File: config.mk
export PLATFORM = sky130hd
export DESIGN_NAME = multi_cycle_ctrl
export DESIGN_NICKNAME = d
export VERILOG_FILES = /design/src/rtl/multi_cycle_ctrl.sv
export SDC_FILE = /design/constraint.sdc
export NUM_CORES = 1
export LEC_CHECK = 0
export BUFFER_PORTS_ARGS = -buffer_cell sky130_fd_sc_hd__buf_4
export CELL_PAD_IN_SITES_DETAIL_PLACEMENT = 0
export CELL_PAD_IN_SITES_GLOBAL_PLACEMENT = 1
export CORE_AREA = 4 4 98 100
export CTS_BUF_LIST = sky130_fd_sc_hd__clkbuf_2 sky130_fd_sc_hd__clkbuf_4 sky130_fd_sc_hd__clkbuf_8
export DETAILED_ROUTE_END_ITERATION = 10
export DIE_AREA = 0 0 102 104
export GPL_TIMING_DRIVEN = 0
export PLACE_DENSITY = 0.86
export RECOVER_POWER = 100
export SLEW_MARGIN = 20
export SYNTH_ARGS = -nofsm -noshare
export SYNTH_HDL_FRONTEND = slang
export SYNTH_SLANG_ARGS = --single-unit
File: constraint.sdc
create_clock -name clk_i -period 6.6 [get_ports clk_i]
set_clock_uncertainty 0.1 [all_clocks]
set_input_delay 0.33 -clock clk_i [delete_from_list [all_inputs] [get_ports clk_i]]
set_output_delay 0.33 -clock clk_i [all_outputs]
set_load 0.05 [all_outputs]
File: src/rtl/multi_cycle_ctrl.sv
// Control FSM for the multi-cycle CPU: sequences the shared ALU, memory port and latches,
// and keeps retired-instruction and cycle counters.
module multi_cycle_ctrl (
   input  logic        clk_i,
   input  logic        rst_n,
   input  logic [5:0]  op_i,
   input  logic [5:0]  funct_i,
   input  logic        zero_i,
   input  logic        neg_i,
   output logic        pc_we_o,
   output logic [1:0]  pc_src_o,
   output logic        iord_o,
   output logic        mem_re_o,
   output logic        mem_we_o,
   output logic        ir_we_o,
   output logic        reg_we_o,
   output logic [1:0]  reg_dst_o,
   output logic [1:0]  mem_to_reg_o,
   output logic [1:0]  alu_src_a_o,
   output logic [2:0]  alu_src_b_o,
   output logic [3:0]  alu_ctrl_o,
   output logic [3:0]  state_o,
   output logic        instr_done_o,
   output logic        illegal_o,
   output logic [31:0] instr_cnt_o,
   output logic [31:0] cycle_cnt_o
);

   typedef enum logic [3:0] {
      StIdle    = 4'd0,  StFetch  = 4'd1,  StDecode = 4'd2,  StMemAddr = 4'd3,
      StMemRd   = 4'd4,  StMemWb  = 4'd5,  StMemWr  = 4'd6,  StRExec   = 4'd7,
      StRWb     = 4'd8,  StIExec  = 4'd9,  StIWb    = 4'd10, StBranch  = 4'd11,
      StJump    = 4'd12, StJal    = 4'd13, StJr     = 4'd14, StHalt    = 4'd15
   } state_e;

   localparam logic [5:0] OpR = 6'b000000, OpAddi = 6'b010011, OpLw = 6'b011000;
   localparam logic [5:0] OpSw = 6'b101000, OpBeq = 6'b011001, OpBne = 6'b011010;
   localparam logic [5:0] OpBlt = 6'b011100, OpBnez = 6'b011101, OpBgez = 6'b011110;
   localparam logic [5:0] OpJ = 6'b001100, OpJal = 6'b001111, FnJr = 6'b000001;

   localparam logic [3:0] AluAnd = 4'b0000, AluOr = 4'b0001, AluAdd = 4'b0010;
   localparam logic [3:0] AluSub = 4'b0110, AluSlt = 4'b0111, AluSll = 4'b1000;
   localparam logic [3:0] AluSrl = 4'b1001, AluNor = 4'b1100;

   state_e      state_q, state_d;
   logic        illegal_q, illegal_d;
   logic [31:0] instr_cnt_q, instr_cnt_d, cycle_cnt_q, cycle_cnt_d;

   logic        r_valid, r_shamt;
   logic [3:0]  r_alu;

   // R-type funct decode; r_shamt selects IR[10:6] as the ALU A operand
   always_comb begin
      r_valid = 1'b1;
      r_shamt = 1'b0;
      r_alu   = AluAdd;
      case (funct_i)
         6'b100011: r_alu = AluAdd;
         6'b010011: r_alu = AluSub;
         6'b011111: r_alu = AluAnd;
         6'b101111: r_alu = AluOr;
         6'b010000: r_alu = AluNor;
         6'b010100: r_alu = AluSlt;
         6'b011000: r_alu = AluSll;
         6'b101000: r_alu = AluSrl;
         6'b010010: begin r_alu = AluSll; r_shamt = 1'b1; end
         6'b100010: begin r_alu = AluSrl; r_shamt = 1'b1; end
         default:   r_valid = 1'b0;
      endcase
   end

   always_comb begin
      state_d      = state_q;
      pc_we_o      = 1'b0;
      pc_src_o     = 2'd0;
      iord_o       = 1'b0;
      mem_re_o     = 1'b0;
      mem_we_o     = 1'b0;
      ir_we_o      = 1'b0;
      reg_we_o     = 1'b0;
      reg_dst_o    = 2'd0;
      mem_to_reg_o = 2'd0;
      alu_src_a_o  = 2'd0;
      alu_src_b_o  = 3'd0;
      alu_ctrl_o   = 4'd0;
      instr_done_o = 1'b0;
      case (state_q)
         StIdle: state_d = StFetch;
         StFetch: begin
            mem_re_o    = 1'b1;
            ir_we_o     = 1'b1;
            alu_src_b_o = 3'd1;
            alu_ctrl_o  = AluAdd;
            pc_we_o     = 1'b1;
            state_d     = StDecode;
         end
         StDecode: begin
            alu_src_b_o = 3'd3;
            alu_ctrl_o  = AluAdd;
            case (op_i)
               OpR:                               state_d = (funct_i == FnJr) ? StJr :
                                                            r_valid ? StRExec : StHalt;
               OpAddi:                            state_d = StIExec;
               OpLw, OpSw:                        state_d = StMemAddr;
               OpBeq, OpBne, OpBlt, OpBnez, OpBgez: state_d = StBranch;
               OpJ:                               state_d = StJump;
               OpJal:                             state_d = StJal;
               default:                           state_d = StHalt;
            endcase
         end
         StRExec: begin
            alu_src_a_o = r_shamt ? 2'd2 : 2'd1;
            alu_ctrl_o  = r_alu;
            state_d     = StRWb;
         end
         StRWb: begin
            reg_we_o = 1'b1; reg_dst_o = 2'd1; instr_done_o = 1'b1; state_d = StFetch;
         end
         StIExec, StMemAddr: begin
            alu_src_a_o = 2'd1;
            alu_src_b_o = 3'd2;
            alu_ctrl_o  = AluAdd;
            if (state_q == StIExec) state_d = StIWb;
            else                    state_d = (op_i == OpLw) ? StMemRd : StMemWr;
         end
         StIWb: begin
            reg_we_o = 1'b1; instr_done_o = 1'b1; state_d = StFetch;
         end
         StMemRd: begin
            iord_o = 1'b1; mem_re_o = 1'b1; state_d = StMemWb;
         end
         StMemWb: begin
            reg_we_o = 1'b1; mem_to_reg_o = 2'd1; instr_done_o = 1'b1; state_d = StFetch;
         end
         StMemWr: begin
            iord_o = 1'b1; mem_we_o = 1'b1; instr_done_o = 1'b1; state_d = StFetch;
         end
         StBranch: begin
            alu_src_a_o  = 2'd1;
            alu_src_b_o  = (op_i == OpBnez || op_i == OpBgez) ? 3'd4 : 3'd0;
            alu_ctrl_o   = AluSub;
            pc_src_o     = 2'd1;
            instr_done_o = 1'b1;
            state_d      = StFetch;
            case (op_i)
               OpBeq:   pc_we_o = zero_i;
               OpBne:   pc_we_o = !zero_i;
               OpBlt:   pc_we_o = neg_i;
               OpBnez:  pc_we_o = !zero_i;
               OpBgez:  pc_we_o = !neg_i;
               default: pc_we_o = 1'b0;
            endcase
         end
         StJump: begin
            pc_we_o = 1'b1; pc_src_o = 2'd2; instr_done_o = 1'b1; state_d = StFetch;
         end
         // PC already holds PC+4, so mem_to_reg 2 writes the return address
         StJal: begin
            pc_we_o      = 1'b1;
            pc_src_o     = 2'd2;
            reg_we_o     = 1'b1;
            reg_dst_o    = 2'd2;
            mem_to_reg_o = 2'd2;
            instr_done_o = 1'b1;
            state_d      = StFetch;
         end
         StJr: begin
            pc_we_o = 1'b1; pc_src_o = 2'd3; instr_done_o = 1'b1; state_d = StFetch;
         end
         StHalt:  state_d = StHalt;
         default: state_d = StIdle;
      endcase
   end

   assign illegal_d   = illegal_q | (state_d == StHalt);
   assign cycle_cnt_d = cycle_cnt_q + 32'd1;
   assign instr_cnt_d = instr_cnt_q + {31'd0, instr_done_o};

   always_ff @(posedge clk_i or negedge rst_n) begin
      if (!rst_n) begin
         state_q     <= StIdle;
         illegal_q   <= 1'b0;
         instr_cnt_q <= 32'd0;
         cycle_cnt_q <= 32'd0;
      end else begin
         state_q     <= state_d;
         illegal_q   <= illegal_d;
         instr_cnt_q <= instr_cnt_d;
         cycle_cnt_q <= cycle_cnt_d;
      end
   end

   assign state_o     = state_q;
   assign illegal_o   = illegal_q;
   assign instr_cnt_o = instr_cnt_q;
   assign cycle_cnt_o = cycle_cnt_q;

endmodule

# --- After elaboration in Yosys (flattened, before gate mapping) ---
# Cells that the tools add are included.
totals:
  ff_bits: 69
  wordCells: 91
  inputBits: 16
op_classes:
  bitwise_logic: 1
  n_eq_ne: 37
  mux: 25
  add_sub_neg: 2
  reduce_logical: 22
ops:
  columns: ["cell", "n"]
  rows:
  - ["== test 6 x 5 -> 1 bit, second input constant", 13]
  - ["case mux 4 bit (7 select lines)", 2]
  - ["== test 4 bit, second input constant", 9]
  - ["adder 32 x 1 -> 32 bit", 1]
  - ["adder 32 x 1 -> 32 bit, second input constant", 1]
  - ["== test 6 bit, second input constant", 5]
  - ["case mux 4 bit (6 select lines)", 1]
  - ["OR reduction 2 bit", 9]
  - ["== test 4 x 3 -> 1 bit, second input constant", 4]
  - ["== test 6 x 4 -> 1 bit, second input constant", 2]
  - ["2-to-1 mux 4 bit", 3]
  - ["case mux 2 bit (2 select lines)", 3]
  - ["case mux 3 bit (4 select lines)", 1]
  - ["case mux 4 bit (3 select lines)", 1]
  - ["OR reduction 4 bit", 3]
  - ["OR reduction 10 bit", 1]
  - ["OR reduction 9 bit", 1]
  - ["== test 4 x 2 -> 1 bit, second input constant", 2]
  - ["2-to-1 mux 1 bit", 8]
  - ["OR reduction 8 bit", 1]
  - ["== test 6 x 1 -> 1 bit, second input constant", 1]
  - ["logical NOT 6 bit", 1]
  - ["case mux 2 bit (3 select lines)", 1]
  - ["OR reduction 5 bit", 1]
  - ["10 further kinds", 12]

# --- Longest topological paths before layout ---
# Gate-level depths: netlist of run 1.
depth:
  depth_word: 9
  ltp_mapped: 14

# --- Worst setup path after synthesis of run 1 ---
# OpenSTA, ideal clock, no wires.
synth_timing:
  kind: "flip-flop to flip-flop"
  startpoint: "register state_q[1], in the netlist state_o[1]"
  endpoint: "register instr_cnt_q[30], in the netlist instr_cnt_o[30]"
  t_arrival_ns: 3.613
  slack_ns: 2.745
  period_less_slack_ns: 3.855
  stages_incl_launch_ff: 13
  cell_sequence: "dfrtp_1 clkbuf_1 clkbuf_1 a21oi_1 nor2_1 ha_1 ha_1 nand2_1 nor3_2 nand3_2 nor2_2 nand3_1 xnor2_1"
synth_via:
  elab_chain_len: 4
  word_cells_on_any_way: 11
  cone_classes: "1 x add/sub; 8 x eq/ne; 1 x mux; 1 x reduce/logical"
synth_rtl:
  columns: ["item", "line_no", "source"]
  rows:
  - ["start, declared", "45", "state_e state_q, state_d;"]
  - ["start signal, assigned", "181", "state_q <= StIdle;"]
  - ["start signal, assigned", "186", "state_q <= state_d;"]
  - ["== test 4 bit / == test 4 x 3 -> 1 bit (equally long branches)", "87", "case (state_q)"]
  - ["OR reduction 8 bit (no source line) *", null, null]
  - ["2-to-1 mux 1 bit *", "87", null]
  - ["net instr_done_o", "23", "output logic instr_done_o,"]
  - ["adder 32 x 1 -> 32 bit *", "177", "assign instr_cnt_d = instr_cnt_q + {31'd0, instr_done_o};"]
  - ["net instr_cnt_d[30]", "47", "logic [31:0] instr_cnt_q, instr_cnt_d, cycle_cnt_q, cycle_cnt_d;"]
  - ["end signal, assigned", "188", "instr_cnt_q <= instr_cnt_d;"]
  - ["end, declared", "47", null]
# The timed path passes the listed nets; every way through them passes the cells marked *.

# --- Worst setup path after layout of run 1 ---
layout_timing:
  startpoint: "register state_q[1], in the netlist state_o[1]"
  endpoint: "register instr_cnt_q[31], in the netlist instr_cnt_o[31]"
layout_via:
  elab_chain_len: 4
  word_cells_on_any_way: 11
  cone_classes: "1 x add/sub; 8 x eq/ne; 1 x mux; 1 x reduce/logical"
layout_rtl:
  columns: ["item", "line_no"]
  rows:
  - ["== test 4 bit / == test 4 x 3 -> 1 bit (equally long branches)", "87"]
  - ["OR reduction 8 bit (no source line) *", null]
  - ["2-to-1 mux 1 bit *", "87"]
  - ["adder 32 x 1 -> 32 bit *", "177"]
  - ["net instr_cnt_d[31]", "47"]
# Marks and branches as above.

==> results of run 1 <==
[worst max path at each step]
stage / startpoint / endpoint / slack, ns / cells past startpoint
after floorplan: state_o[1] / instr_cnt_o[30] / 2.75 / 12
after global placement: state_o[1] / instr_cnt_o[30] / 3.35 / 12
after detailed placement: state_o[1] / instr_cnt_o[30] / 3.26 / 12
after CTS: state_o[1] / instr_cnt_o[30] / 3.24 / 12
after global routing: state_o[1] / instr_cnt_o[31] / 2.38 / 11
final: state_o[1] / instr_cnt_o[31] / 2.82 / 11
[power groups by stage]
stage               combinational, mW  sequential [mW]  clock [mW]
CTS                             0.696            0.493       0.308
finish                          0.623            0.491       0.296
floorplan                       0.399            0.591           0
global route                    0.668            0.497       0.329
detailed placement              0.694            0.501           0
global placement                0.690            0.501           0
[cell families after synthesis]
| family | after synthesis | share of synthesized area [%] |
|---|---|---|
| muxes | 3 | 0.833 |
| buffers and inverters | 28 | 3.37 |
| xor gates and xnor gates | 62 | 14.5 |
| DFF | 69 | 46.0 |
| and+or+nand+nor | 179 | 25.8 |
| AOI/OAI and AO/OA | 48 | 8.33 |
| adders and majority gates | 4 | 1.27 |
[cells in the final DEF (no fill, tap or decap), types with 3 or more instances in the layout]
cell,synthesis,final
nor2_1,35,37
ha_1,3,3
and3_1,12,12
a21oi_1,14,14
o22ai_1,4,4
nor2b_1,5,5
nand3_1,28,28
o21ai_0,10,10
dfrtp_1,69,69
and4_1,5,5
clkbuf_1,8,100
nand4_1,12,12
nand2b_1,10,10
buf_4,2,12
inv_1,7,7
xnor2_1,48,48
o21ai_1,3,3
nand3b_1,3,3
nand2_1,39,39
nor4_1,3,4
nor3_1,9,10
buf_2,11,10
xor2_1,14,14
clkbuf_8,0,10
[metrics by stage]
step | util (%) | setup WS (ns)
after detailed placement | 53.6 | 3.26
after floorplan | - | 2.75
final | 51.1 | 2.82
after global placement | 53.6 | 3.35
after global routing | 51.1 | 2.38
after CTS | 55.5 | 3.24
[critical path, cell delays in order (launching register included)]
cell,delay (ns)
dfrtp_1,0.47
clkbuf_1,0.38
clkbuf_1,0.37
a21oi_1,0.12
nor2_1,0.15
ha_1,0.21
nand2_1,0.10
nor4_1,0.95
nand3_2,0.13
nor2_1,0.35
nand4_1,0.17
xnor2_1,0.15
[state kept, by name, summed over array words and instances (netlist names)]
name and count:
cycle_cnt_o 32, instr_cnt_o 32, state_o 4, illegal_o 1
[final cells by class]
| type | instances | area, um^2 | share of cell area (%) |
|---|---|---|---|
| clock inverter | 4 | 25.0 | 0.564 |
| tap | 108 | 135 | 3.04 |
| buffer | 21 | 98.8 | 2.23 |
| clock buffer | 11 | 145 | 3.27 |
| multi-input combinational | 296 | 1860 | 42.0 |
| inverter | 7 | 26.3 | 0.592 |
| sequential | 69 | 1730 | 38.9 |
| timing repair buffer | 101 | 417 | 9.39 |
[metal layers]
| layer | vias to the layer above | wire length [um] | global-route usage (%) |
|---|---|---|---|
| met4 | 0 | 136 | 5.06 |
| met5 | - | 0 | 0 |
| met2 | 78 | 4120 | 26.2 |
| met1 | 1554 | 4220 | 23.5 |
| li1 | 1592 | - | - |
| met3 | 11 | 510 | 4.49 |
==> out/results.ini, run 1 <==
[power_and_ir_drop]
leakage_nw=1.88
p_clk_share_pct=21.0
total_power_mw=1.41
p_sw_share_pct=47.9
ir_worst_vdd_mv=0.174
power_density_nw_per_um2=318
combPwrFrac_pct=44.2
p_int_mw=0.735
pwr-share-seq_pct=34.8
switching_power_mw=0.676

[finish]
nNetsFinal=524
drive_gt1_share_pct=8.45
stdcell_count=617
final_cell_area_um2=4440
diodes=0
n_fill_cell=904
syn_to_final_growth_pct=18.2

[status]
status=finished with violations
violations=max-capacitance violations, max-slew violations

[synthesis]
syn_inst=393
yosys.area.top_type_share_pct=46.0
synth_nets=412
synthFlopType=dfrtp_1
yosys_warnings=0
synth-seq-cells=69
synth.most_common_cell=dfrtp_1
synth_area_um2=3750
yosysTopAreaCell=dfrtp_1
yosysUniqueCellTypes=55
synth_area_leaders=dfrtp_1 (46%), xnor2_1 (11%), nand2_1 (3.9%)
synthArstFlopShare_pct=100
synth_edf_count=0
ys_seq_area_share_pct=46.0
syn_avg_cell_area_um2=9.55
yosys-top-cells-count=dfrtp_1 (69), xnor2_1 (48), nand2_1 (39), nor2_1 (35), nand3_1 (28)

[setup_path]
cp.arrival_ns=3.90
reg2reg_depth=11
timing.rr.end=instr_cnt_o[31]
rrSetupSlack_ns=2.82
cp_data_required_time_ns=6.72
critPathLaunchType=flop
cp_max_fo=10
setup.worst_path.end_class=flop
reg2reg_from=state_o[1]
critPathKind=flop to flop

[timing]
tightest_slew_ns=3.61
final_hold_viol_count=0
fmax_ghz=0.265
post-route-period-util_pct=57.2
setup_tns_ns=0
report.final.slew_viol_count=70
setup_violations=0
period_needed_ns=3.78
rsz0062_at_grt=false
maxSlewHeadroom_pct=-141
worst_hold_slack_ns=0.364

[drt]
vias_per_cell=5.24
routed-via-count=3235
drcViolationCount=0
drt-pass1-iter-count=4
drt_iter0_drc=63
route.final.wire_length_um=8980
ant_nets=0
wl_per_cell_um=14.6

[global_routing]
grt_max_degree=70
track_usage_pct=17.1
grt_first_pass_wirelength_um=15000
grt-ovfl-total=0
grt_pass1_vias=3086
grt_antenna_before_repair=0

[floorplanning]
dieArea_um2=10600
die_x_um=102
coreArea_um2=8680
start_util_pct=43.3
row_count=34
num_io_pins=107
die_h_um=104

[clock_network]
clk_latency_ns=0.34
clkTransAtPathRegs_ns=0.07
clock_sinks=69
hold_buffers=0
tritoncts=built
numCtsBuffers=9
clock_path_buffers=2
root_buffer=clkbuf_8
post_cts_resize_count=0
htree_levels=3
cts_setup_buffers=0

[flow_run]
drv_cap=1

[placement]
dpl-instance-area_um2=4650
gp_congestion=0.814
io_buffers=101
dp_cells=602
dpl.hpwl_um=6710

[min_path]
min-delay-start=cycle_cnt_o[31]
holdPathEnd=cycle_cnt_o[31]
holdCritPathClass=flop to flop
hold_depth=1

Note: power is estimated with default switching activity, not from simulation.
==> inputs of run 2 (changes only) <==
--- a/config.mk
+++ b/config.mk
@@ -8,12 +8,12 @@
 export BUFFER_PORTS_ARGS = -buffer_cell sky130_fd_sc_hd__buf_4
 export CELL_PAD_IN_SITES_DETAIL_PLACEMENT = 0
 export CELL_PAD_IN_SITES_GLOBAL_PLACEMENT = 1
-export CORE_AREA = 4 4 98 100
+export CORE_AREA = 4 4 106 108
 export CTS_BUF_LIST = sky130_fd_sc_hd__clkbuf_2 sky130_fd_sc_hd__clkbuf_4 sky130_fd_sc_hd__clkbuf_8
 export DETAILED_ROUTE_END_ITERATION = 10
-export DIE_AREA = 0 0 102 104
+export DIE_AREA = 0 0 110 112
 export GPL_TIMING_DRIVEN = 0
-export PLACE_DENSITY = 0.86
+export PLACE_DENSITY = 0.77
 export RECOVER_POWER = 100
 export SLEW_MARGIN = 20
 export SYNTH_ARGS = -nofsm -noshare
==> constraint.sdc (replaced) <==
create_clock -name clk_i -period 3.15 [get_ports clk_i]
set_clock_uncertainty 0.1 [all_clocks]
set_input_delay 0.1575 -clock clk_i [delete_from_list [all_inputs] [get_ports clk_i]]
set_output_delay 0.1575 -clock clk_i [all_outputs]
set_load 0.05 [all_outputs]
==> run 2 against run 1 <==
Effect of this change:
- the run still ends with max-capacitance violations, max-slew violations left
- design area rose by 3.5%
- sequential share of layout area fell by 1.3 points
- clock-buffer cell count rose by 2
- sequential power rose by 110%
- combinational power rose by 120%
- sequential cell count did not move
- power rose by 120%
- non-clock buffer count rose by 2
- critical path depth rose by 1
- utilization fell by 6.2 points
- wire length rose by 3.6%
- critical path type unchanged
- critical endpoint is now instr_cnt_o[30]
==> out/results.ini, run 2 (synthesis results as in run 1) <==
[floorplanning]
dieArea_um2=12300
num_io_pins=107
coreArea_um2=10200
die_h_um=112
start_util_pct=36.7
row_count=37
die_x_um=110

[min_path]
min-delay-start=op_i[5]
holdPathEnd=state_o[0]
hold_depth=3
holdCritPathClass=input pin to flop

[finish]
register_area_um2=1730
diodes=0
syn_to_final_growth_pct=22.3
multi_input_area_um2=1900
nNetsFinal=526
n_fill_cell=1062
drive_gt1_share_pct=11.3
layout_common_cells=clkbuf_1 (93), dfrtp_1 (67), xnor2_1 (48)
final_common_cell=clkbuf_1
stdcell_count=648

[global_routing]
grt-ovfl-total=0
grt_pass1_vias=3230
grt_max_degree=70
met3_usage_pct=2.67
grt.met1_usage_pct=20.7
grt_antenna_before_repair=0
grt_first_pass_wirelength_um=15300
track_usage_pct=15.3
gr-max-usage-layer=met2
use_met2_pct=23.9

[setup_path]
cp.arrival_ns=2.97
cp_data_required_time_ns=3.27
rrSetupSlack_ns=0.30
critPathLaunchType=flop
reg2reg_depth=12
cp_max_fo=10
timing.rr.end=instr_cnt_o[30]
critPathKind=flop to flop
reg2reg_from=state_o[1]
startpoint=state_o[1]
setup.worst_path.end_class=flop

[drt]
drcViolationCount=0
route.final.wire_length_um=9300
drt_iter0_drc=138
drt-pass1-iter-count=6
ant_nets=0
wl_per_cell_um=14.4
routed-via-count=3284
vias_per_cell=5.07

[placement]
io_buffers=101
dpl.hpwl_um=6870
dp_cells=630
gp_congestion=0.907

[timing]
setup_tns_ns=0
setup_violations=0
tightest_slew_ns=1.68
final_hold_viol_count=0
report.final.slew_viol_count=70
period_needed_ns=2.85
post-route-period-util_pct=90.4
rsz0062_at_grt=false
maxSlewHeadroom_pct=-11.8
fmax_ghz=0.351

[clock_network]
tritoncts=built
root_buffer=clkbuf_8
clkTransAtPathRegs_ns=0.07
numCtsBuffers=9
clock_path_buffers=2
clk_latency_ns=0.34
clock_sinks=69
htree_levels=3

[power_and_ir_drop]
leakage_nw=1.97
ir_worst_vdd_mv=0.556
power_density_nw_per_um2=686

[status]
status=finished with violations
violations=max-capacitance violations, max-slew violations

[flow_run]
drv_cap=1

-- run 2: cell types whose count changed in the layout (fill, tap and decap cells not counted), sizes merged --
| cell | delta |
|---|---|
| buf | +4 |
| bufinv | +1 |
| clkbuf | -1 |
| clkinv | -1 |
| clkinvlp | -1 |
| dlygate4sd3 | +1 |
-- run 2: repair_timing --
action | in CTS | in global routing
hold buffers | 1 | 0
setup buffers | 0 | 1
resized for setup | 0 | 0
endpoints found under the hold margin | 69 | 0
setup endpoints to repair | 0 | 4
-- run 2: how the worst max path moves through the flow --
stage | to | slack (ns) | cells after the start
2_1_floorplan | instr_cnt_o[30] | 0.03 | 14
3_3_place_gp | instr_cnt_o[30] | 0.22 | 13
3_5_place_dp | instr_cnt_o[30] | 0.21 | 13
4_1_cts | instr_cnt_o[30] | 0.21 | 13
5_1_grt | instr_cnt_o[30] | 0.04 | 13
6_report | instr_cnt_o[30] | 0.30 | 12
-- run 2: routing by layer --
metal	up-vias	wire, um
met3	12	563
met4	0	163
met2	95	4240
met1	1581	4340
met5	-	0
li1	1596	-
-- run 2: worst max-delay path, cell delays in order, from the launching register on --
cell and delay (ns):
dfrtp_1 0.53, clkbuf_2 0.29, clkbuf_2 0.25, a21oi_1 0.13, nor2_4 0.12, ha_1 0.19
ha_1 0.22, nand2_1 0.13, nor3_4 0.14, nand3_1 0.17, nor2_2 0.22, nand3_1 0.12
xnor2_1 0.13
-- run 2: cell type report --
type | count | area share, %
Tap cell | 136 | 3.70
Clock buffer | 13 | 3.76
Sequential cell | 69 | 37.6
Clock inverter | 3 | 0.926
Buffer | 21 | 2.23
Timing Repair Buffer | 103 | 9.72
Multi-Input combinational cell | 296 | 41.4
Inverter | 7 | 0.572
-- run 2: metrics by stage --
step	hold slack [ns]	setup slack [ns]	power (mW)	cell area, um^2	utilization, %
floorplan	-0.238	0.0296	2.10	3780	-
global placement	0.222	0.224	2.54	4700	46.0
detailed placement	0.227	0.213	2.54	4700	46.0
CTS	0.199	0.208	3.32	4930	48.2
global route	0.262	0.0370	3.34	4590	44.9
finish	0.232	0.303	3.15	4590	44.9
-- run 2: where the power goes --
| group | total (mW) | switching, mW | internal (mW) |
|---|---|---|---|
| logic | 1.36 | 1.04 | 0.319 |
| registers | 1.04 | 0.0881 | 0.950 |
| clock network | 0.756 | 0.317 | 0.438 |
| total | 3.15 | 1.45 | 1.71 |
